$ cat config.mk
export PLATFORM = sky130hd
export DESIGN_NAME = edgcol_sequencer_flat
export DESIGN_NICKNAME = d
export VERILOG_FILES = /design/src/rtl/edgcol_pkg.sv /design/src/rtl/edgcol_sequencer_if.sv /design/src/rtl/edgcol_timeout_counter.sv /design/src/rtl/edgcol_sequencer.sv /design/src/flat_wrapper.sv
export SDC_FILE = /design/constraint.sdc
export NUM_CORES = 1
export LEC_CHECK = 0
export CAP_MARGIN = 40
export CELL_PAD_IN_SITES_DETAIL_PLACEMENT = 1
export CELL_PAD_IN_SITES_GLOBAL_PLACEMENT = 1
export CORE_AREA = 3 3 202 204
export CTS_BUF_LIST = sky130_fd_sc_hd__clkbuf_16
export DETAILED_ROUTE_END_ITERATION = 12
export DIE_AREA = 0 0 205 207
export PLACE_DENSITY = 0.83
export REMOVE_ABC_BUFFERS = 1
export SLEW_MARGIN = 20
export SYNTH_ARGS = -nofsm -noshare
export SYNTH_HDL_FRONTEND = slang
export SYNTH_SLANG_ARGS = --single-unit
$ cat constraint.sdc
create_clock -name clk -period 2.1 [get_ports clk]
set_input_delay 0.42 -clock clk [delete_from_list [all_inputs] [get_ports clk]]
set_output_delay 0.42 -clock clk [all_outputs]
set_load 0.01 [all_outputs]
$ cat src/rtl/edgcol_pkg.sv
// Shared definitions for the edge-collision sequencer: state encoding,
// accelerator result width and the default watchdog length.
package edgcol_pkg;

    localparam int RESULT_WIDTH           = 64;
    localparam int DEFAULT_TIMEOUT_CYCLES = 1024;

    typedef enum logic [2:0] {
        ST_IDLE   = 3'd0,
        ST_LAUNCH = 3'd1,
        ST_WAIT   = 3'd2,
        ST_DONE   = 3'd3,
        ST_ABORT  = 3'd4
    } seq_state_e;

    // A watchdog of N cycles needs ceil(log2(N)) bits, but never fewer than one.
    function automatic int counter_width(input int cycles);
        return (cycles > 1) ? $clog2(cycles) : 1;
    endfunction

endpackage

$ cat src/rtl/edgcol_sequencer_if.sv
// Handshake and operand bus between the sequencer (master) and the
// edge-collision accelerator (slave).
interface edgcol_sequencer_if #(
    parameter int BUS_WIDTH = 32
);
    import edgcol_pkg::*;

    logic                    apStart;
    logic                    apRst;
    logic                    apReady;
    logic                    apDone;
    logic [RESULT_WIDTH-1:0] apReturn;
    logic [BUS_WIDTH-1:0]    edgeP1X;
    logic [BUS_WIDTH-1:0]    edgeP1Y;
    logic [BUS_WIDTH-1:0]    edgeP1Z;
    logic [BUS_WIDTH-1:0]    edgeP2X;
    logic [BUS_WIDTH-1:0]    edgeP2Y;
    logic [BUS_WIDTH-1:0]    edgeP2Z;

    modport master (
        output apStart, apRst,
        output edgeP1X, edgeP1Y, edgeP1Z, edgeP2X, edgeP2Y, edgeP2Z,
        input  apReady, apDone, apReturn
    );

    modport slave (
        input  apStart, apRst,
        input  edgeP1X, edgeP1Y, edgeP1Z, edgeP2X, edgeP2Y, edgeP2Z,
        output apReady, apDone, apReturn
    );

endinterface

$ cat src/rtl/edgcol_timeout_counter.sv
// Saturating watchdog counter: counts enabled cycles after a clear and flags
// the last cycle an operation is allowed to take.
module edgcol_timeout_counter
    import edgcol_pkg::*;
#(
    parameter int  TIMEOUT_CYCLES = DEFAULT_TIMEOUT_CYCLES,
    localparam int WIDTH          = counter_width(TIMEOUT_CYCLES)
) (
    input  logic             clk,
    input  logic             rst,
    input  logic             clr,
    input  logic             ena,
    output logic [WIDTH-1:0] count,
    output logic             expired
);

    localparam logic [WIDTH-1:0] LIMIT = WIDTH'(TIMEOUT_CYCLES - 1);

    // Stops at LIMIT so a stalled accelerator keeps the expired flag asserted.
    always_ff @(posedge clk) begin
        if (rst || clr) begin
            count <= '0;
        end else if (ena && !expired) begin
            count <= count + WIDTH'(1);
        end
    end

    assign expired = (count == LIMIT);

endmodule

$ cat src/rtl/edgcol_sequencer.sv
// Edge-collision sequencer: latches six edge operands, launches the collision
// accelerator, waits for its result under a watchdog and reports back.
module edgcol_sequencer
    import edgcol_pkg::*;
#(
    parameter int BUS_WIDTH      = 32,
    parameter int TIMEOUT_CYCLES = DEFAULT_TIMEOUT_CYCLES
) (
    input  logic                    clk,
    input  logic                    rst,
    input  logic                    startReq,
    input  logic [BUS_WIDTH-1:0]    e0,
    input  logic [BUS_WIDTH-1:0]    e1,
    input  logic [BUS_WIDTH-1:0]    e2,
    input  logic [BUS_WIDTH-1:0]    e3,
    input  logic [BUS_WIDTH-1:0]    e4,
    input  logic [BUS_WIDTH-1:0]    e5,
    edgcol_sequencer_if.master      acc,
    output logic                    busy,
    output logic                    done,
    output logic [RESULT_WIDTH-1:0] collision,
    output logic                    timeout
);

    localparam int                   CNT_WIDTH = counter_width(TIMEOUT_CYCLES);
    localparam logic [CNT_WIDTH-1:0] CNT_LIMIT = CNT_WIDTH'(TIMEOUT_CYCLES - 1);

    seq_state_e           state;
    seq_state_e           next_state;
    logic                 start_accept;
    logic                 cnt_ena;
    logic                 expired;
    logic                 capture;
    logic                 abort_entry;
    logic [CNT_WIDTH-1:0] count;

    assign start_accept = (state == ST_IDLE) && startReq;
    assign cnt_ena      = (state == ST_LAUNCH) || (state == ST_WAIT);
    assign capture      = (next_state == ST_DONE);
    assign abort_entry  = (next_state == ST_ABORT);

    edgcol_timeout_counter #(
        .TIMEOUT_CYCLES(TIMEOUT_CYCLES)
    ) u_timeout_counter (
        .clk    (clk),
        .rst    (rst),
        .clr    (start_accept),
        .ena    (cnt_ena),
        .count  (count),
        .expired(expired)
    );

    always_ff @(posedge clk) begin
        if (rst) begin
            state <= ST_IDLE;
        end else begin
            state <= next_state;
        end
    end

    // A result arriving on the watchdog's last cycle still counts as a completion.
    always_comb begin
        next_state = state;
        case (state)
            ST_IDLE: begin
                if (startReq) begin
                    next_state = ST_LAUNCH;
                end
            end
            ST_LAUNCH: begin
                if (acc.apReady && acc.apDone) begin
                    next_state = ST_DONE;
                end else if (expired) begin
                    next_state = acc.apDone ? ST_DONE : ST_ABORT;
                end else if (acc.apReady) begin
                    next_state = ST_WAIT;
                end
            end
            ST_WAIT: begin
                if (acc.apDone) begin
                    next_state = ST_DONE;
                end else if (expired) begin
                    next_state = ST_ABORT;
                end
            end
            ST_DONE, ST_ABORT: begin
                next_state = ST_IDLE;
            end
            default: begin
                next_state = ST_IDLE;
            end
        endcase
    end

    // A core reset also resets the accelerator.
    always_comb begin
        acc.apStart = 1'b0;
        acc.apRst   = rst;
        busy        = 1'b1;
        done        = 1'b0;
        case (state)
            ST_IDLE: begin
                busy = 1'b0;
            end
            ST_LAUNCH: begin
                acc.apStart = 1'b1;
            end
            ST_WAIT: begin
                acc.apStart = 1'b0;
            end
            ST_DONE: begin
                done = 1'b1;
            end
            ST_ABORT: begin
                done      = 1'b1;
                acc.apRst = 1'b1;
            end
            default: begin
                busy = 1'b0;
            end
        endcase
    end

    // Operands are only loaded on acceptance, so they stay put for the whole operation.
    always_ff @(posedge clk) begin
        if (rst) begin
            acc.edgeP1X <= '0;
            acc.edgeP1Y <= '0;
            acc.edgeP1Z <= '0;
            acc.edgeP2X <= '0;
            acc.edgeP2Y <= '0;
            acc.edgeP2Z <= '0;
            collision   <= '0;
            timeout     <= 1'b0;
        end else begin
            if (start_accept) begin
                acc.edgeP1X <= e0;
                acc.edgeP1Y <= e1;
                acc.edgeP1Z <= e2;
                acc.edgeP2X <= e3;
                acc.edgeP2Y <= e4;
                acc.edgeP2Z <= e5;
                timeout     <= 1'b0;
            end
            if (capture) begin
                collision <= acc.apReturn;
            end else if (abort_entry) begin
                collision <= '0;
                timeout   <= 1'b1;
            end
        end
    end

    count_full_on_abort: assert property (
        @(posedge clk) disable iff (rst) (state == ST_ABORT) |-> (count == CNT_LIMIT)
    );

endmodule

$ cat src/flat_wrapper.sv
// flat-port wrapper written by rule: the top's interface ports become plain ports
module edgcol_sequencer_flat import edgcol_pkg::*;
#(
    parameter int BUS_WIDTH      = 32,
    parameter int TIMEOUT_CYCLES = DEFAULT_TIMEOUT_CYCLES
)
  (clk, rst, startReq, e0, e1, e2, e3, e4, e5, busy, done, collision, timeout, acc_apStart, acc_apRst, acc_edgeP1X, acc_edgeP1Y, acc_edgeP1Z, acc_edgeP2X, acc_edgeP2Y, acc_edgeP2Z, acc_apReady, acc_apDone, acc_apReturn);
  edgcol_sequencer_if #(.BUS_WIDTH(BUS_WIDTH)) acc_i ();
  input  logic clk;
  input  logic rst;
  input  logic startReq;
  input  logic [BUS_WIDTH-1:0] e0;
  input  logic [BUS_WIDTH-1:0] e1;
  input  logic [BUS_WIDTH-1:0] e2;
  input  logic [BUS_WIDTH-1:0] e3;
  input  logic [BUS_WIDTH-1:0] e4;
  input  logic [BUS_WIDTH-1:0] e5;
  output logic busy;
  output logic done;
  output logic [RESULT_WIDTH-1:0] collision;
  output logic timeout;
  output wire logic [$bits(acc_i.apStart)-1:0] acc_apStart;
  output wire logic [$bits(acc_i.apRst)-1:0] acc_apRst;
  output wire logic [$bits(acc_i.edgeP1X)-1:0] acc_edgeP1X;
  output wire logic [$bits(acc_i.edgeP1Y)-1:0] acc_edgeP1Y;
  output wire logic [$bits(acc_i.edgeP1Z)-1:0] acc_edgeP1Z;
  output wire logic [$bits(acc_i.edgeP2X)-1:0] acc_edgeP2X;
  output wire logic [$bits(acc_i.edgeP2Y)-1:0] acc_edgeP2Y;
  output wire logic [$bits(acc_i.edgeP2Z)-1:0] acc_edgeP2Z;
  input wire logic [$bits(acc_i.apReady)-1:0] acc_apReady;
  input wire logic [$bits(acc_i.apDone)-1:0] acc_apDone;
  input wire logic [$bits(acc_i.apReturn)-1:0] acc_apReturn;
  assign acc_apStart = acc_i.apStart;
  assign acc_apRst = acc_i.apRst;
  assign acc_edgeP1X = acc_i.edgeP1X;
  assign acc_edgeP1Y = acc_i.edgeP1Y;
  assign acc_edgeP1Z = acc_i.edgeP1Z;
  assign acc_edgeP2X = acc_i.edgeP2X;
  assign acc_edgeP2Y = acc_i.edgeP2Y;
  assign acc_edgeP2Z = acc_i.edgeP2Z;
  assign acc_i.apReady = acc_apReady;
  assign acc_i.apDone = acc_apDone;
  assign acc_i.apReturn = acc_apReturn;
  edgcol_sequencer #(.BUS_WIDTH(BUS_WIDTH), .TIMEOUT_CYCLES(TIMEOUT_CYCLES)) u_core (.clk(clk), .rst(rst), .startReq(startReq), .e0(e0), .e1(e1), .e2(e2), .e3(e3), .e4(e4), .e5(e5), .acc(acc_i), .busy(busy), .done(done), .collision(collision), .timeout(timeout));
endmodule
# After elaboration in Yosys (flattened, before gate mapping)
# Index checks and enable logic that the tools add are counted.
dict set report totals {
  out_inout_bits 261
  input_bits 261
  wordCells 45
  ff_bits 270
}
dict set report classes {
  reduce_logical 10
  addsub 1
  n_eq_ne 7
  mux 17
}
# operator n
set op_table {}
lappend op_table {{$mux 64} 2}
lappend op_table {{$mux 3} 7}
lappend op_table {{$add 10x1->10 const B} 1}
lappend op_table {{$eq 10x10->1 const B} 1}
lappend op_table {{$eq 3x2->1 const B} 3}
lappend op_table {{$pmux 3 s3} 1}
lappend op_table {{$mux 1} 7}
lappend op_table {{$eq 3x3->1 const B} 2}
lappend op_table {{$reduce_or 4->1} 1}
lappend op_table {{$eq 3x1->1 const B} 1}
lappend op_table {{$logic_and 1x1->1} 3}
lappend op_table {{$logic_not 3->1} 1}
lappend op_table {{$logic_or 1x1->1} 2}
lappend op_table {{$reduce_bool 2->1} 1}
lappend op_table {{$reduce_or 2->1} 1}
lappend op_table {{$logic_not 1->1} 1}

# Longest topological paths before layout
# Gate-level depths: netlist of run 1.
dict set report logic_depth {
  depth_word 7
  ltp_mapped 8
  depth_no_buf 6
}

# Hierarchy
# Synthesis of run 1 repeated with hierarchy kept, for this count alone.
dict set report unflattened {
  hier_cells 1213
  area_unflattened_um2 10171.0
}
# mod seq_area_each_um2 area_per_inst_um2 cells_each n_inst
set by_module_without_submodules {}
lappend by_module_without_submodules {edgcol_sequencer 5205.0 9577.9 1145 1}
lappend by_module_without_submodules {edgcol_timeout_counter 200.2 593.1 68 1}

# Worst setup path before layout of run 1
# Ideal clock, no wire load.
dict set report synth_path {
  path_kind {register -> register}
  from {reg u_core.u_timeout_counter.count[0]}
  to {reg u_core.collision[10]}
  path_buffers 2
  arrival_ns 1.588
  path_stages_with_launch 9
  synth_period_minus_slack_ns 1.706
  setup_ns 0.118
  t_required_ns 1.982
  path_slack_ns 0.394
  cell_sequence {dfxtp_1 ha_1 nand3_2 nor3_4 nor3_2 a32o_2 buf_12 buf_12 mux2i_1}
}
dict set report synth_between {
  elab_chain_cells 6
  elab_cells_between_ends 10
  cone_classes {eq/ne (3); mux (6); reduce/logical (1)}
}
# item line_no
set synth_lines {}
lappend synth_lines {{start: declaration} edgcol_timeout_counter.sv:13} ;# output logic [WIDTH-1:0] count,
lappend synth_lines {{start signal: assignment} edgcol_timeout_counter.sv:24} ;# count <= count + WIDTH'(1);
lappend synth_lines {{$eq 10x10->1 *} edgcol_timeout_counter.sv:28} ;# assign expired = (count == LIMIT);
lappend synth_lines {{$mux 3 (on tied branches)} {edgcol_sequencer.sv:82, edgcol_sequencer.sv:73}}
lappend synth_lines {{$mux 3 (on tied branches)} {edgcol_sequencer.sv:80, edgcol_sequencer.sv:71}}
lappend synth_lines {{$pmux 3 s3 *} edgcol_sequencer.sv:64} ;# case (state)
lappend synth_lines {{$eq 3x2->1 / $eq 3x3->1 (equally long branches)} {edgcol_sequencer.sv:39, edgcol_sequencer.sv:40}}
lappend synth_lines {{$mux 64 / $reduce_bool 2->1 (equally long branches)} --}
lappend synth_lines {{end signal: assignment} edgcol_sequencer.sv:146} ;# collision <= acc.apReturn;
lappend synth_lines {{end: declaration} edgcol_sequencer.sv:21} ;# output logic [RESULT_WIDTH-1:0] collision,
# Mark *: on every way between the ends. The rest lies on a longest branch, timed or not.
# A chain may end at the register's enable or synchronous reset.

# Worst setup path after layout of run 1
dict set report layout_path {
  from {reg u_core.state[1]}
  to {out busy}
}
dict set report layout_between {
  elab_chain_cells 3
  elab_cells_between_ends 6
  cone_classes {eq/ne (4); mux (1); reduce/logical (1)}
}
# item line_no
set layout_lines {}
lappend layout_lines {{start: declaration} edgcol_sequencer.sv:28} ;# seq_state_e state;
lappend layout_lines {{start signal: assignment} edgcol_sequencer.sv:57} ;# state <= next_state;
lappend layout_lines {{$eq 3x2->1 (tied with other cells)} edgcol_sequencer.sv:101} ;# case (state)
lappend layout_lines {{$reduce_or 4->1 (no source line) *} --}
lappend layout_lines {{$mux 1 *} edgcol_sequencer.sv:101}
lappend layout_lines {{end: declaration} flat_wrapper.sv:18} ;# output logic busy;
# Marks and branches as above.

==> PnR_summary.wiki, run 1 <==
{| class="wikitable"
! Metric !! Value
|-
| Final cell count without fillers || 2,259
|-
| Initial antenna violation count || 1
|-
| Endpoint of the worst hold path || u_core.state[1]$_SDFF_PP0_
|-
| Number of synthesized register bits || 270
|-
| Yosys warning total || 0
|-
| Crit end category || output port
|-
| Routed wirelength normalized by instance count || 18.2 um
|-
| Die Width || 205 um
|-
| Area growth from synthesis to final layout || 66.7%
|-
| Data arrival, critical path || 1.66 ns
|-
| Start of the worst register-to-register path || u_core.state[0]$_SDFF_PP0_
|-
| Post-synthesis cell type with the largest combined area || sky130_fd_sc_hd__dfxtp_1
|-
| Worst Max-Slew Pin Slew || 0.667 ns
|-
| Clock network fraction of design power || 0.407
|-
| Portion of the clock cycle consumed by the worst path in the final layout || 0.991
|-
| Cell with the largest stage delay on the worst path || sky130_fd_sc_hd__dfxtp_4
|-
| Via total after detailed routing || 10,200
|-
| Hold Path Origin || rst
|-
| Std-Cell Core Area || 0.0395 mm^2
|-
| Maximum number of pins on one net before global-route repair || 128
|-
| Final period demand of the worst path || 2.08 ns
|-
| Number of filler cells placed in the layout || 4,549
|-
| Crit Reg-Reg Endpoint || u_core.collision[60]$_SDFFE_PP0P_
|-
| Number of remaining DRC errors || 0
|-
| Count of pins on the block boundary || 522
|-
| Post-synth design cell area || 0.0103 mm^2
|-
| Maximum clock insertion buffer count || 3
|-
| Antenna Nets Post-Route || 0
|-
| Pwr dens || 829 mW/mm^2
|-
| Insertion delay of the later-clocked pin in the worst-skew pair || 0.51 ns
|-
| Max-cap violation count || 0
|-
| Share of Yosys cell area claimed by the top area cell type || 0.523
|-
| Type of the worst setup path || flop to output port
|-
| Sequential cell area fraction in the yosys report || 0.523
|-
| Maximum level of the CTS H-tree || 2
|-
| CP Max Fanout || 5
|-
| Cells along the critical path || xnor2_2 -> nor2_2 -> or2_2 -> clkdlybuf4s15_2
|-
| Final number of max-transition violations || 0
|-
| Number of enable flip-flop cells after synthesis || 0
|-
| Clock Tree Root || sky130_fd_sc_hd__clkbuf_16
|-
| Number of cells after detailed placement || 2,197
|-
| Height of the die || 207 um
|-
| Via count of the first global-routing pass || 10,900
|-
| Switch Pwr || 3.75 mW
|-
| Leakage power || 6.34 nW
|-
| Final cell utilization of the core || 0.437
|-
| Sequential share of power || 0.399
|-
| Hold-critical path depth || 3
|-
| Number of distinct standard cells referenced by the synthesized netlist || 40
|-
| Setup violators final || 0
|-
| Inserted Clock Buffers || 34
|-
| Cell types occupying the most area after synthesis || sky130_fd_sc_hd__dfxtp_1 (52%), sky130_fd_sc_hd__nand2_1 (17%), sky130_fd_sc_hd__a21oi_1 (9.4%)
|-
| Die Outline Area || 0.0424 mm^2
|-
| Setup repair after global routing missed its margin || yes
|-
| Final-report hold violation count || 0
|-
| Port bufs || 521
|-
| Final wirelength || 41,100 um
|-
| DRT Pass-1 Iters || 4
|-
| Required time of the critical path || 1.68 ns
|-
| Critical Path Start Type || flop
|-
| Placement Setup Slack || -0.172 ns
|-
| Worst stage delay on the critical path || 0.36 ns
|-
| Slew headroom || 0.555
|-
| Clock transition at the registers of the reported paths || 0.06 ns
|-
| Peak clock frequency supported by timing || 0.480 GHz
|-
| Via-per-instance ratio || 4.51
|-
| Run status || completed
|-
| Net count reported at finish || 1,971
|-
| CTS tree || built
|-
| Worst min-delay path category || input pin to flop
|-
| Quantity of hold-fixing buffers added after cts || 0
|-
| Total internal power || 10.5 mW
|-
| Gr ovfl total || 0
|-
| Final instance area || 0.0172 mm^2
|-
| GRT Resource Usage Total || 0.184
|-
| First-pass GRT wire length || 62,300 um
|-
| Area of placed instances || 0.0161 mm^2
|-
| Per-instance average area after synthesis || 8.59 um^2
|-
| Global placement routability congestion || 0.851
|-
| Share of final-layout standard cells stronger than drive strength 1 || 0.0952
|-
| Cells after Synth || 1,203
|-
| Maximum ir drop on the vdd rail || 686 uV
|-
| Reg2Reg Depth || 7
|-
| Clock skew after layout || 0.00737 ns
|-
| Initial drt markers || 430
|-
| Total clock sinks || 270
|-
| Setup slack on the worst flop-to-flop path || 0.14 ns
|-
| Most instantiated flip-flop cell in the synthesis netlist || sky130_fd_sc_hd__dfxtp_1
|-
| Net switching fraction of the power || 0.263
|-
| Setup ws final || 0.0188 ns
|-
| Post-synth ARST share || 0
|-
| Starting density of the core || 0.262
|-
| Comb pwr share || 0.194
|-
| # rows || 73
|-
| Post-detailed-placement half-perimeter wirelength || 30,500 um
|}
==> synthesized netlist by cell type (2+ instances only) <==
cell and n:
sky130_fd_sc_hd__nor2_1 14, sky130_fd_sc_hd__mux2i_1 66, sky130_fd_sc_hd__or2b_2 54, sky130_fd_sc_hd__nand2b_1 14
sky130_fd_sc_hd__a21oi_1 194, sky130_fd_sc_hd__clkbuf_8 2, sky130_fd_sc_hd__and3_1 4, sky130_fd_sc_hd__nand4_1 2
sky130_fd_sc_hd__nand2_1 457, sky130_fd_sc_hd__buf_6 8, sky130_fd_sc_hd__buf_12 7, sky130_fd_sc_hd__a31oi_1 2
sky130_fd_sc_hd__buf_2 40, sky130_fd_sc_hd__nand3_1 4, sky130_fd_sc_hd__dfxtp_1 270, sky130_fd_sc_hd__xor2_1 7
sky130_fd_sc_hd__clkbuf_1 33, sky130_fd_sc_hd__nor3_1 2, sky130_fd_sc_hd__nor3_2 2
==> placed cells by master, fill, tap and decap left out, types with 2 or more instances in the layout <==
cell type / count
sky130_fd_sc_hd__clkdlybuf4s50_1: 516
sky130_fd_sc_hd__nand2_1: 457
sky130_fd_sc_hd__dfxtp_1: 267
sky130_fd_sc_hd__a21oi_1: 194
sky130_fd_sc_hd__mux2i_1: 66
sky130_fd_sc_hd__or2b_2: 54
sky130_fd_sc_hd__clkbuf_16: 37
sky130_fd_sc_hd__buf_4: 26
sky130_fd_sc_hd__nand2b_1: 14
sky130_fd_sc_hd__nor2_1: 13
sky130_fd_sc_hd__buf_12: 11
sky130_fd_sc_hd__clkinv_2: 8
sky130_fd_sc_hd__xor2_1: 7
sky130_fd_sc_hd__clkinv_1: 7
sky130_fd_sc_hd__and3_1: 4
sky130_fd_sc_hd__nand3_1: 4
sky130_fd_sc_hd__inv_1: 4
sky130_fd_sc_hd__nor3_2: 3
sky130_fd_sc_hd__bufinv_16: 3
sky130_fd_sc_hd__dlygate4sd2_1: 3
sky130_fd_sc_hd__a31oi_1: 2
sky130_fd_sc_hd__nand4_1: 2
sky130_fd_sc_hd__dfxtp_4: 2
==> worst max path at each step <==
| stage | from | endpoint | slack (ns) |
|---|---|---|---|
| global route | u_core.state[1]$_SDFF_PP0_ | busy | -0.06 |
| CTS | u_core.state[0]$_SDFF_PP0_ | busy | -0.02 |
| finish | u_core.state[1]$_SDFF_PP0_ | busy | 0.02 |
| global placement | acc_apReady | u_core.collision[24]$_SDFFE_PP0P_ | -0.10 |
| floorplan | u_core.state[0]$_SDFF_PP0_ | u_core.acc.edgeP1X[0]$_SDFFE_PP0P_ | -8.27 |
| detailed placement | acc_apReady | u_core.collision[60]$_SDFFE_PP0P_ | -0.17 |
==> registers in the layout (all words and copies together) (netlist names) <==
| register | cells |
|---|---|
| u_core.u_timeout_counter.count | 10 |
| u_core.acc.edgeP2X | 32 |
| u_core.acc.edgeP1X | 32 |
| u_core.acc.edgeP1Z | 32 |
| u_core.state | 3 |
| u_core.timeout | 1 |
| u_core.acc.edgeP2Z | 32 |
| u_core.acc.edgeP2Y | 32 |
| u_core.acc.edgeP1Y | 32 |
| u_core.collision | 64 |
==> cell families (layout without fill, tap and decap cells) <==
kind of cell	Yosys count	count (layout)	synth area share
simple gates	563	563	0.243
flops	270	270	0.523
compound gates	202	202	0.102
buf+inv	91	621	0.0567
mux	67	67	0.0650
xor+xnor	9	9	0.00835
fa+ha+maj	1	1	0.00121
other cells	0	1	0
==> critical path: cells and delay by family, from the launching register on <==
kind | cells | cell delay [ns]
xor+xnor | 1 | 0.21
buf+inv | 1 | 0.23
simple gates | 2 | 0.35
flops | 1 | 0.36
==> cell type report <==
cell class	instances	area (um^2)	share of cell area
Tap cell	525	657	0.0381
Clock buffer	37	926	0.0538
Inverter	1	3.75	0.000218
Multi-Input combinational cell	842	4380	0.254
Timing Repair Buffer	560	5660	0.329
Sequential cell	270	5410	0.314
Antenna cell	1	2.50	0.000145
Clock inverter	23	184	0.0107
==> power groups by stage <==
stage / registers (mW) / logic [mW] / clock network [mW]
finish: 5.70 / 2.78 / 5.81
global route: 5.74 / 2.98 / 6.20
CTS: 5.70 / 2.80 / 5.98
detailed placement: 5.81 / 2.77 / 0
global placement: 5.78 / 2.70 / 0
floorplan: 5.95 / 0.931 / 0
==> per-layer routing <==
metal  wire length (um)  vias up  GRT usage
met5                  0        -          0
met4               1330        0     0.0709
met3               2360       72     0.0418
met2              21700      298      0.342
met1              15700     4934      0.202
li1                   -     4890          -
==> timing repair <==
item | in CTS | in global routing
setup buffers | 0 | 1
setup endpoints to repair | 4 | 2
resized for setup | 12 | 4
==> metrics by stage <==
| stage | hold slack [ns] | power [mW] | setup TNS [ns] |
|---|---|---|---|
| final | 0.392 | 14.3 | 0 |
| after global routing | 0.394 | 14.9 | -0.0641 |
| after floorplan | 0.474 | 6.88 | -1653.64 |
| after global placement | 0.441 | 8.49 | -3.80 |
| after CTS | 0.364 | 14.5 | -0.0230 |
| after detailed placement | 0.446 | 8.58 | -6.34 |
No activity file was read; power rests on OpenSTA's default activity.
==> run 2, diff against run 1 <==
- CORE_AREA: 3 3 202 204 -> 3 3 201 203
- DIE_AREA: 0 0 205 207 -> 0 0 204 206
- PLACE_DENSITY: 0.83 -> 0.84
- clock period: 2.1 -> 2.6 ns (I/O delays scaled with it)
==> run 2 against run 1 <==
  * Power shrank 22%
  * Critical path depth shrank 2
  * Non-clock buffer count shrank 18
  * Via count fell by 2.0%
  * First-iteration DRC count fell by 15%
  * Final cell count shrank 1.2%
  * Clock power is 25% lower
  * Critical endpoint is now acc_apStart
  * Largest power group is now sequential cells
  * Highest routed layer unchanged
==> PnR_summary.wiki, run 2 (synthesis gave the netlist of run 1 again) <==
{| class="wikitable"
! Metric !! Value
|-
| GRT Resource Usage Total || 0.183 (-0.00113)
|-
| Largest reg by FF count || u_core.collision
|-
| Std-Cell Core Area || 0.0386 mm^2 (-2.1%)
|-
| Share of final-layout standard cells stronger than drive strength 1 || 0.0853 (-0.00988)
|-
| Quantity of hold-fixing buffers added after cts || 0 (unchanged)
|-
| Worst min-delay path category || input pin to flop
|-
| Global placement routability congestion || 0.781 (-8.2%)
|-
| Routed met1 length || 15,100 um (-3.9%)
|-
| Clock transition at the registers of the reported paths || 0.06 ns (about the same)
|-
| Switch Pwr || 2.97 mW (-21%)
|-
| Final-report hold violation count || 0 (unchanged)
|-
| Clock skew after layout || 0.00690 ns (-0.000476 ns)
|-
| Area of placed instances || 0.0159 mm^2 (-1.1%)
|-
| Initial antenna violation count || 2 (+1)
|-
| Setup slack on the worst flop-to-flop path || 0.61 ns (+0.47 ns)
|-
| First-pass GRT wire length || 61,100 um (-2.0%)
|-
| Sequential share of power || 0.413 (+0.014)
|-
| Final wirelength || 41,200 um (+0.15%)
|-
| Crit end category || output port
|-
| Via count of the first global-routing pass || 10,900 (-0.0092%)
|-
| Aggregate negative setup slack || 0 ns (unchanged)
|-
| Slew headroom || 0.563 (+0.00787)
|-
| Launch point of the worst path || u_core.state[0]$_SDFF_PP0_
|-
| Antenna Nets Post-Route || 0 (unchanged)
|-
| Area growth from synthesis to final layout || 64.1%
|-
| Maximum number of pins on one net before global-route repair || 134 (+4.7%)
|-
| Final period demand of the worst path || 2.48 ns
|-
| Count of pins on the block boundary || 522 (unchanged)
|-
| Via total after detailed routing || 9,990 (-2.0%)
|-
| Port bufs || 521 (unchanged)
|-
| Leakage power || 6.19 nW (-2.4%)
|-
| Die Outline Area || 0.0420 mm^2 (-0.97%)
|-
| Insertion delay of the later-clocked pin in the worst-skew pair || 0.55 ns (+0.04 ns)
|-
| Cell with the largest stage delay on the worst path || sky130_fd_sc_hd__clkdlybuf4s50_1
|-
| Height of the die || 206 um (-0.48%)
|-
| CP Max Fanout || 10 (+5)
|-
| Via-per-instance ratio || 4.48 (-0.82%)
|-
| Hold Path Origin || rst
|-
| Routed wirelength normalized by instance count || 18.4 um (+1.4%)
|-
| Required time of the critical path || 2.08 ns (+0.40 ns)
|-
| Maximum clock insertion buffer count || 3 (unchanged)
|-
| WHS || 0.326 ns (-0.0660 ns)
|-
| # rows || 72 (-1.4%)
|-
| Die Width || 204 um (-0.49%)
|-
| Net switching fraction of the power || 0.267 (+0.00406)
|-
| Maximum ir drop on the vdd rail || 580 uV (-16%)
|-
| Final number of max-transition violations || 0 (unchanged)
|-
| Clock Tree Root || sky130_fd_sc_hd__clkbuf_16
|-
| Initial drt markers || 364 (-15%)
|-
| Routed wire length on met2 || 21,500 um (-1.1%)
|-
| Number of remaining DRC errors || 0 (unchanged)
|-
| CTS tree || built
|-
| Pwr dens || 657 mW/mm^2 (-21%)
|-
| Setup repair after global routing missed its margin || no
|-
| Max reg flops || 64 (unchanged)
|-
| Sequential cell area || 0.00541 mm^2 (unchanged)
|-
| Comb pwr share || 0.197 (+0.003)
|-
| Total internal power || 8.16 mW (-22%)
|-
| Run status || completed
|-
| Portion of the clock cycle consumed by the worst path in the final layout || 0.953
|-
| Max-cap violation count || 0 (unchanged)
|-
| Starting density of the core || 0.267 (+0.00549)
|-
| Peak clock frequency supported by timing || 0.404 GHz
|-
| Combined area of the multi-input logic cells || 0.00438 mm^2 (unchanged)
|-
| Met3 Routed Length || 2700 um (+14%)
|-
| Data arrival, critical path || 1.96 ns (+0.30 ns)
|-
| Start of the worst register-to-register path || u_core.state[1]$_SDFF_PP0_
|-
| Cells along the critical path || nor3b_1 -> clkdlybuf4s50_1
|-
| Most frequent standard cell in the layout excluding fill and tap cells || sky130_fd_sc_hd__clkdlybuf4s50_1
|-
| Net count reported at finish || 1,949 (-1.1%)
|-
| Total clock sinks || 270 (unchanged)
|-
| Inserted Clock Buffers || 30 (-12%)
|-
| Maximum level of the CTS H-tree || 1 (-1)
|-
| DRT Pass-1 Iters || 4 (unchanged)
|-
| Critical Path Start Type || flop
|-
| Post-detailed-placement half-perimeter wirelength || 30,500 um (-0.10%)
|-
| Number of filler cells placed in the layout || 4,442 (-2.4%)
|-
| Worst Max-Slew Pin Slew || 0.655 ns (-0.0118 ns)
|-
| Clock network fraction of design power || 0.390 (-0.017)
|-
| Worst stage delay on the critical path || 0.64 ns (+0.28 ns)
|-
| Top library cells by usage in the layout, fill and taps aside || sky130_fd_sc_hd__clkdlybuf4s50_1 (519), sky130_fd_sc_hd__nand2_1 (457), sky130_fd_sc_hd__dfxtp_1 (267)
|-
| Uppermost layer routed || met4
|-
| Type of the worst setup path || flop to output port
|-
| Final instance area || 0.0170 mm^2 (-1.5%)
|-
| Gr ovfl total || 0 (unchanged)
|-
| Setup violators final || 0 (unchanged)
|}
-- run 2: changes by cell type in the layout (fill, tap and decap cells not counted), sizes merged, moves of 2 or more --
cell | before | now
buf | 39 | 21
clkbuf | 38 | 32
clkinv | 16 | 20
clkdlybuf4s50 | 516 | 519
dlygate4sd2 | 3 | 0
inv | 4 | 1
diode | 1 | 3
-- run 2: repair_timing --
item | 4_1_cts | 5_1_grt
hold endpoints to repair | 0 | 0
cloned | 0 | 0
resized for setup | 6 | 1
pin swaps | 1 | 0
setup buffers | 2 | 2
endpoints found under the setup margin | 2 | 1
-- run 2: final timing paths --
kind	to	cells after the start
setup / recovery	acc_apStart	2
hold / removal	u_core.collision[5]$_SDFFE_PP0P_	3
setup reg to reg	u_core.collision[50]$_SDFFE_PP0P_	7
hold reg to reg	u_core.acc.edgeP1X[24]$_SDFFE_PP0P_	2
-- run 2: area by class of cell --
class                   count  share of cell area
flip-flops and latches    270               0.319
repair buffers            542               0.325
inverters                   1            0.000221
well taps                 518              0.0382
clock buffers              31              0.0457
multi-input cells         842               0.258
clock inverters            25              0.0134
diodes                      3            0.000443
-- run 2: per-layer routing --
metal  vias up  GRT usage
met5         -          0
met4         0     0.0764
met3        99     0.0524
met2       307      0.341
met1      4738      0.194
li1       4846          -
-- run 2: power by group through the flow --
| stage | Sequential, mW | Combinational [mW] | Clock [mW] |
|---|---|---|---|
| 6_report | 4.60 | 2.20 | 4.34 |
| 3_5_place_dp | 4.69 | 2.19 | 0 |
| 5_1_grt | 4.64 | 2.36 | 4.64 |
| 4_1_cts | 4.60 | 2.22 | 4.50 |
| 3_3_place_gp | 4.67 | 2.12 | 0 |
| 2_1_floorplan | 4.80 | 0.752 | 0 |
-- run 2: worst max-delay path, delay by kind of cell, from the launching register on --
kind / cells / cell delay, ns
and+or+nand+nor: 1 / 0.34
buffers and inverters: 1 / 0.64
DFF: 1 / 0.42
-- run 2: per-stage QoR --
step	util	power (mW)	cells	setup slack, ns
detailed placement	0.411	6.88	2169	0.0519
global placement	0.411	6.79	2169	0.211
global route	0.439	11.6	2230	0.00790
finish	0.439	11.1	2232	0.122
CTS	0.438	11.3	2227	0.00578
floorplan	-	5.56	1113	-7.80
==> run 3, diff against run 2 <==
- CORE_AREA: 3 3 201 203 -> 3 3 204 206
- DIE_AREA: 0 0 204 206 -> 0 0 207 209
- DONT_BUFFER_PORTS: unset -> 1
- PLACE_DENSITY: 0.84 -> 0.48
==> run 3 against run 2 <==
  * Highest routed layer unchanged
  * Cell area fell by 31%
  * Clock power fell by 1%
  * Routed wire length fell by 15%
  * Largest power group unchanged
  * Critical endpoint is now busy
==> PnR_summary.wiki, run 3 (synthesis gave the netlist of run 1 again) <==
{| class="wikitable"
! Metric !! Value
|-
| Final wirelength || 34,900 um (-15%)
|-
| Port bufs || 0 (-100%)
|-
| Maximum clock insertion buffer count || 3 (unchanged)
|-
| Inserted Clock Buffers || 34 (+13%)
|-
| Routed wirelength normalized by instance count || 20.4 um (+11%)
|-
| Via count of the first global-routing pass || 8,032 (-26%)
|-
| Starting density of the core || 0.260 (-0.00790)
|-
| Final cell utilization of the core || 0.292 (-0.147)
|-
| Setup repair after global routing missed its margin || no
|-
| Largest reg by FF count || u_core.collision
|-
| Setup violators final || 0 (unchanged)
|-
| Via total after detailed routing || 7,878 (-21%)
|-
| Hold-critical path depth || 1 (-2)
|-
| Type of the worst setup path || flop to output port
|-
| Worst Max-Slew Pin Slew || 0.713 ns (+0.0579 ns)
|-
| Maximum ir drop on the vdd rail || 453 uV (-22%)
|-
| Share of final-layout standard cells stronger than drive strength 1 || 0.103 (+0.0179)
|-
| Insertion delay of the later-clocked pin in the worst-skew pair || 0.51 ns (-0.04 ns)
|-
| Peak clock frequency supported by timing || 0.418 GHz (+3.5%)
|-
| Quantity of hold-fixing buffers added after cts || 0 (unchanged)
|-
| Number of post-CTS setup repair buffers || 0 (-2)
|-
| WHS || 0.0825 ns (-0.243 ns)
|-
| Endpoint of the worst hold path || u_core.acc.edgeP1X[27]$_SDFFE_PP0P_
|-
| Clock Tree Root || sky130_fd_sc_hd__clkbuf_16
|-
| Max reg flops || 64 (unchanged)
|-
| Die Outline Area || 0.0433 mm^2 (+2.9%)
|-
| Data arrival, critical path || 1.87 ns (-0.09 ns)
|-
| Global placement routability congestion || 0.743 (-4.9%)
|-
| Total clock sinks || 270 (unchanged)
|-
| Initial antenna violation count || 0 (-2)
|-
| Gr ovfl total || 0 (unchanged)
|-
| Reg2Reg Depth || 5 (-2)
|-
| Pwr dens || 861 mW/mm^2 (+31%)
|-
| Area growth from synthesis to final layout || 12.4%
|-
| Max-cap violation count || 0 (unchanged)
|-
| Portion of the clock cycle consumed by the worst path in the final layout || 0.921 (-0.0325)
|-
| Uppermost layer routed || met4
|-
| Critical Path Start Type || flop
|-
| Number of remaining DRC errors || 0 (unchanged)
|-
| Clock skew after layout || 0.00866 ns (+0.00177 ns)
|-
| Initial drt markers || 445 (+22%)
|-
| # rows || 73 (+1.4%)
|-
| Top library cells by usage in the layout, fill and taps aside || sky130_fd_sc_hd__nand2_1 (457), sky130_fd_sc_hd__dfxtp_1 (270), sky130_fd_sc_hd__a21oi_1 (194)
|-
| Count of pins on the block boundary || 522 (unchanged)
|-
| Most frequent standard cell in the layout excluding fill and tap cells || sky130_fd_sc_hd__nand2_1
|-
| CP Max Fanout || 10 (unchanged)
|-
| Start of the worst register-to-register path || u_core.state[1]$_SDFF_PP0_
|-
| Setup slack on the worst flop-to-flop path || 0.51 ns (-0.10 ns)
|-
| CTS tree || built
|-
| Crit end category || output port
|-
| Leakage power || 4.20 nW (-32%)
|-
| Die Width || 207 um (+1.5%)
|-
| Post-detailed-placement half-perimeter wirelength || 24,900 um (-18%)
|-
| Met3 Routed Length || 2840 um (+5.1%)
|-
| Maximum number of pins on one net before global-route repair || 264 (+97%)
|-
| Final period demand of the worst path || 2.39 ns (-0.0845 ns)
|-
| Final number of max-transition violations || 0 (unchanged)
|-
| Cells resized by post-CTS repair || 0 (-6)
|-
| Crit Reg-Reg Endpoint || u_core.collision[24]$_SDFFE_PP0P_
|-
| Run status || completed
|-
| Routed wire length on met2 || 17,900 um (-17%)
|-
| DRT Pass-1 Iters || 4 (unchanged)
|-
| First-pass GRT wire length || 52,000 um (-15%)
|-
| Worst min-delay path category || input pin to flop
|-
| Net count reported at finish || 1,424 (-27%)
|-
| GRT Resource Usage Total || 0.151 (-0.0320)
|-
| Antenna Nets Post-Route || 0 (unchanged)
|-
| Required time of the critical path || 2.08 ns (about the same)
|-
| Height of the die || 209 um (+1.5%)
|-
| Via-per-instance ratio || 4.62 (+3.1%)
|-
| Maximum level of the CTS H-tree || 2 (+1)
|-
| Clock transition at the registers of the reported paths || 0.06 ns (about the same)
|-
| Slew headroom || 0.525 (-0.0386)
|-
| Hold Path Origin || rst
|-
| Routed met1 length || 13,400 um (-11%)
|-
| N_diodes || 0 (-3)
|-
| Final-report hold violation count || 0 (unchanged)
|-
| Std-Cell Core Area || 0.0398 mm^2 (+3.0%)
|}
[run 3: stage by stage]
| stage | TNS, ns | setup WS (ns) | cell area [um^2] | power, mW | instances |
|---|---|---|---|---|---|
| finish | 0 | 0.206 | 11600 | 10.0 | 1707 |
| global route | 0 | 0.0436 | 11600 | 10.5 | 1707 |
| CTS | 0 | 0.148 | 11600 | 10.2 | 1707 |
| detailed placement | 0 | 0.503 | 10600 | 5.84 | 1651 |
| global placement | 0 | 0.542 | 10600 | 5.82 | 1651 |
| floorplan | -1526.16 | -7.80 | 9750 | 5.56 | 1113 |
[run 3: metal layers]
metal  track usage  vias up
met5             0        -
met4        0.0510        0
met3        0.0545       49
met2         0.270      267
met1         0.167     3765
li1              -     3797
[run 3: worst max path at each step]
stage,end,from,slack [ns],cells past startpoint
detailed placement,u_core.collision[24]$_SDFFE_PP0P_,u_core.state[1]$_SDFF_PP0_,0.50,5
CTS,busy,u_core.state[1]$_SDFF_PP0_,0.15,4
finish,busy,u_core.state[1]$_SDFF_PP0_,0.21,4
floorplan,u_core.acc.edgeP1X[0]$_SDFFE_PP0P_,startReq,-7.80,4
global placement,u_core.collision[31]$_SDFFE_PP0P_,u_core.state[1]$_SDFF_PP0_,0.54,5
global route,busy,u_core.state[1]$_SDFF_PP0_,0.04,4
[run 3: where the power goes]
part	switching (mW)	internal, mW	leakage, nW
clock	1.76	2.53	0.533
sequential	0.397	4.44	2.21
combinational	0.537	0.345	1.46
[run 3: critical path, stage by stage, from the launching register on]
cell and delay (ns):
sky130_fd_sc_hd__dfxtp_1 0.56, sky130_fd_sc_hd__nor2_1 0.09, sky130_fd_sc_hd__nand2_1 0.09, sky130_fd_sc_hd__o21ai_0 0.21, sky130_fd_sc_hd__or2_2 0.41
[run 3: area by class of cell]
type	instances	area, um^2
inverter	1	3.75
multi-input combinational	842	4360
tap	525	657
timing repair buffer	13	185
clock buffer	37	926
clock inverter	19	80.1
sequential	270	5410
fill	4698	28200
==> patch (flow settings as in run 1) <==
`DEFAULT_TIMEOUT_CYCLES`: 1024 -> 512.
--- a/src/rtl/edgcol_pkg.sv
+++ b/src/rtl/edgcol_pkg.sv
@@ -5,3 +5,3 @@
     localparam int RESULT_WIDTH           = 64;
-    localparam int DEFAULT_TIMEOUT_CYCLES = 1024;
+    localparam int DEFAULT_TIMEOUT_CYCLES = 512;
 
Function: no difference found for any inputs over 4 cycles, from zero or initial values and one cycle with rst high; that may be too few to reach the edited logic, so the function may still have changed.
==> patch against run 1 <==
Sequential power rose by 2%. Count of clock-buffer cells in the layout shrank 8. Total power rose by 0.59%. Critical path type is now reg2reg. Routed wire length shrank 2.8%. Sequential cell count shrank 1. Utilization shrank 2.0 points. Worst setup slack better by 0.027 ns. Via count decreased by 6.2%. Synthesized area decreased by 11%. Global-route usage shrank 1.1 points. Critical path depth grew 6. Largest power group is now registers. Design area shrank 4.5%.
==> patch: results (changes against run 1) <==
Iter 0 DRT Violations 472 (was 430); WHS Path Cells 2 (was 3); insertion delay to the later sink of the worst-skew pair 0.57 ns (was 0.51 ns); cts bufs inserted 29 (was 34); initial antenna violation count 6 (was 1); Comb power frac 0.229 (was 0.194); Met2 Wirelength 20,410 um (was 21,710 um); crit path max fanout 8 (was 5); first-pass GRT wire length 58,030 um (was 62,330 um); CTS root buf clkbuf_16 (unchanged); WL per Instance 18.63 um (was 18.19 um); Worst path max stage delay 0.33 ns (was 0.36 ns); CP max-delay cell dfxtp_2 (was dfxtp_4); Lkg Pwr 6.126 nW (was 6.337 nW); post-route met1 wirelength 14,590 um (was 15,690 um); r2r setup slk 0.05 ns (was 0.14 ns); Layout Skew 0.006965 ns (was 0.007372 ns); Filler Cell Count 4,517 (was 4,549); library cells used by synthesis 39 (was 40); register area share after synthesis 0.5830 (was 0.5230); R2R depth 10 (was 7); nets 1,853 (was 1,971); RD Place Congestion 0.8052 (was 0.8513); Worst R2R Start u_core.u_timeout_counter.count[0] (was u_core.state[0]); H-tree depth 1 (was 2); maximum vdd ir drop 537.9 uV (was 686.4 uV); synth top area cells dfxtp_1 58%, nand2_1 16%, a21oi_1 11%, a22o_1 5.7%, clkbuf_1 2.0% (was dfxtp_1 52%, nand2_1 17%, a21oi_1 9.4%, mux2i_1 6.4%, or2b_2 4.6%); Slew HR 0.6449 (was 0.5554); met3 wire length 3698 um (was 2359 um); GRT Total Usage 0.1735 (was 0.1845); vias in the first global route 10,100 (was 10,900); Layout Cells excl Fill 2,144 (was 2,259); status finished, final reports clean (unchanged); DR vias/cell 4.459 (was 4.513); DP Area 15,290 um2 (was 16,080 um2); Fin Hold WS 0.08860 ns (was 0.3917 ns)
patch: cell types whose count changed after synthesis, sizes merged, moves of 4 or more:
cell          before  now
nand2b            14    2
or2b              54    0
clkbuf            35   49
nor3               5    1
mux2i             66    2
xor2               7    1
a22o               0   64
dlymetal6s2s       0    6
buf               55   28
nand2            457  391
patch: power by group through the flow:
stage	sequential, mW	clock, mW	combinational [mW]
finish	5.84	5.24	3.28
CTS	5.84	5.44	3.27
floorplan	6.11	0	0.930
detailed placement	5.94	0	3.25
global route	5.89	5.68	3.55
global placement	5.91	0	3.18
patch: area by class of cell:
| class | instances | area share |
|---|---|---|
| timing repair buffer | 584 | 0.3617 |
| sequential | 269 | 0.3282 |
| multi-input combinational | 706 | 0.2101 |
| clock buffer | 29 | 0.04414 |
| tap | 525 | 0.03995 |
| clock inverter | 24 | 0.01484 |
| antenna | 7 | 0.001065 |
patch: cells by family (layout without fill, tap and decap cells):
family,after synthesis,after routing,synth area share
flip-flops,269,269,0.5830
XOR/XNOR,5,5,0.006774
other,0,7,0
AO/OA/AOI/OAI,272,272,0.1771
buffers and inverters,83,637,0.04836
adder cells (fa/ha/maj),2,2,0.002709
AND/OR/NAND/NOR,425,425,0.1799
multiplexers,2,2,0.002168
patch: worst max-delay path by stage:
stage | to | from | slack, ns
6_report | u_core.collision[1] | u_core.u_timeout_counter.count[0] | 0.05
5_1_grt | u_core.collision[34] | u_core.u_timeout_counter.count[0] | -0.05
4_1_cts | done | u_core.state[1] | 0.008
3_5_place_dp | u_core.u_timeout_counter.count[5] | u_core.u_timeout_counter.count[5] | -0.07
3_3_place_gp | u_core.collision[23] | acc_apDone | 0.02
2_1_floorplan | u_core.u_timeout_counter.count[0] | u_core.state[0] | -2.44
patch: timing repair:
item	CTS	global route
hold buffers	0	0
gates resized for setup	20	13
setup buffers	1	3
endpoints found under the setup margin	67	68
cloned	0	5
pin swaps	1	6
patch: routing by layer:
layer,global-route usage,vias up
met5,0,-
li1,-,4573
met1,0.1797,4521
met3,0.06035,71
met2,0.3158,395
met4,0.07165,0
patch: worst max-delay path, delay by kind of cell, from the launching register on:
kind / cells / cell delay (ns)
AO/OA/AOI/OAI: 4 / 0.79
buffers and inverters: 2 / 0.32
flip-flops: 1 / 0.33
AND/OR/NAND/NOR: 2 / 0.15
adder cells (fa/ha/maj): 2 / 0.35
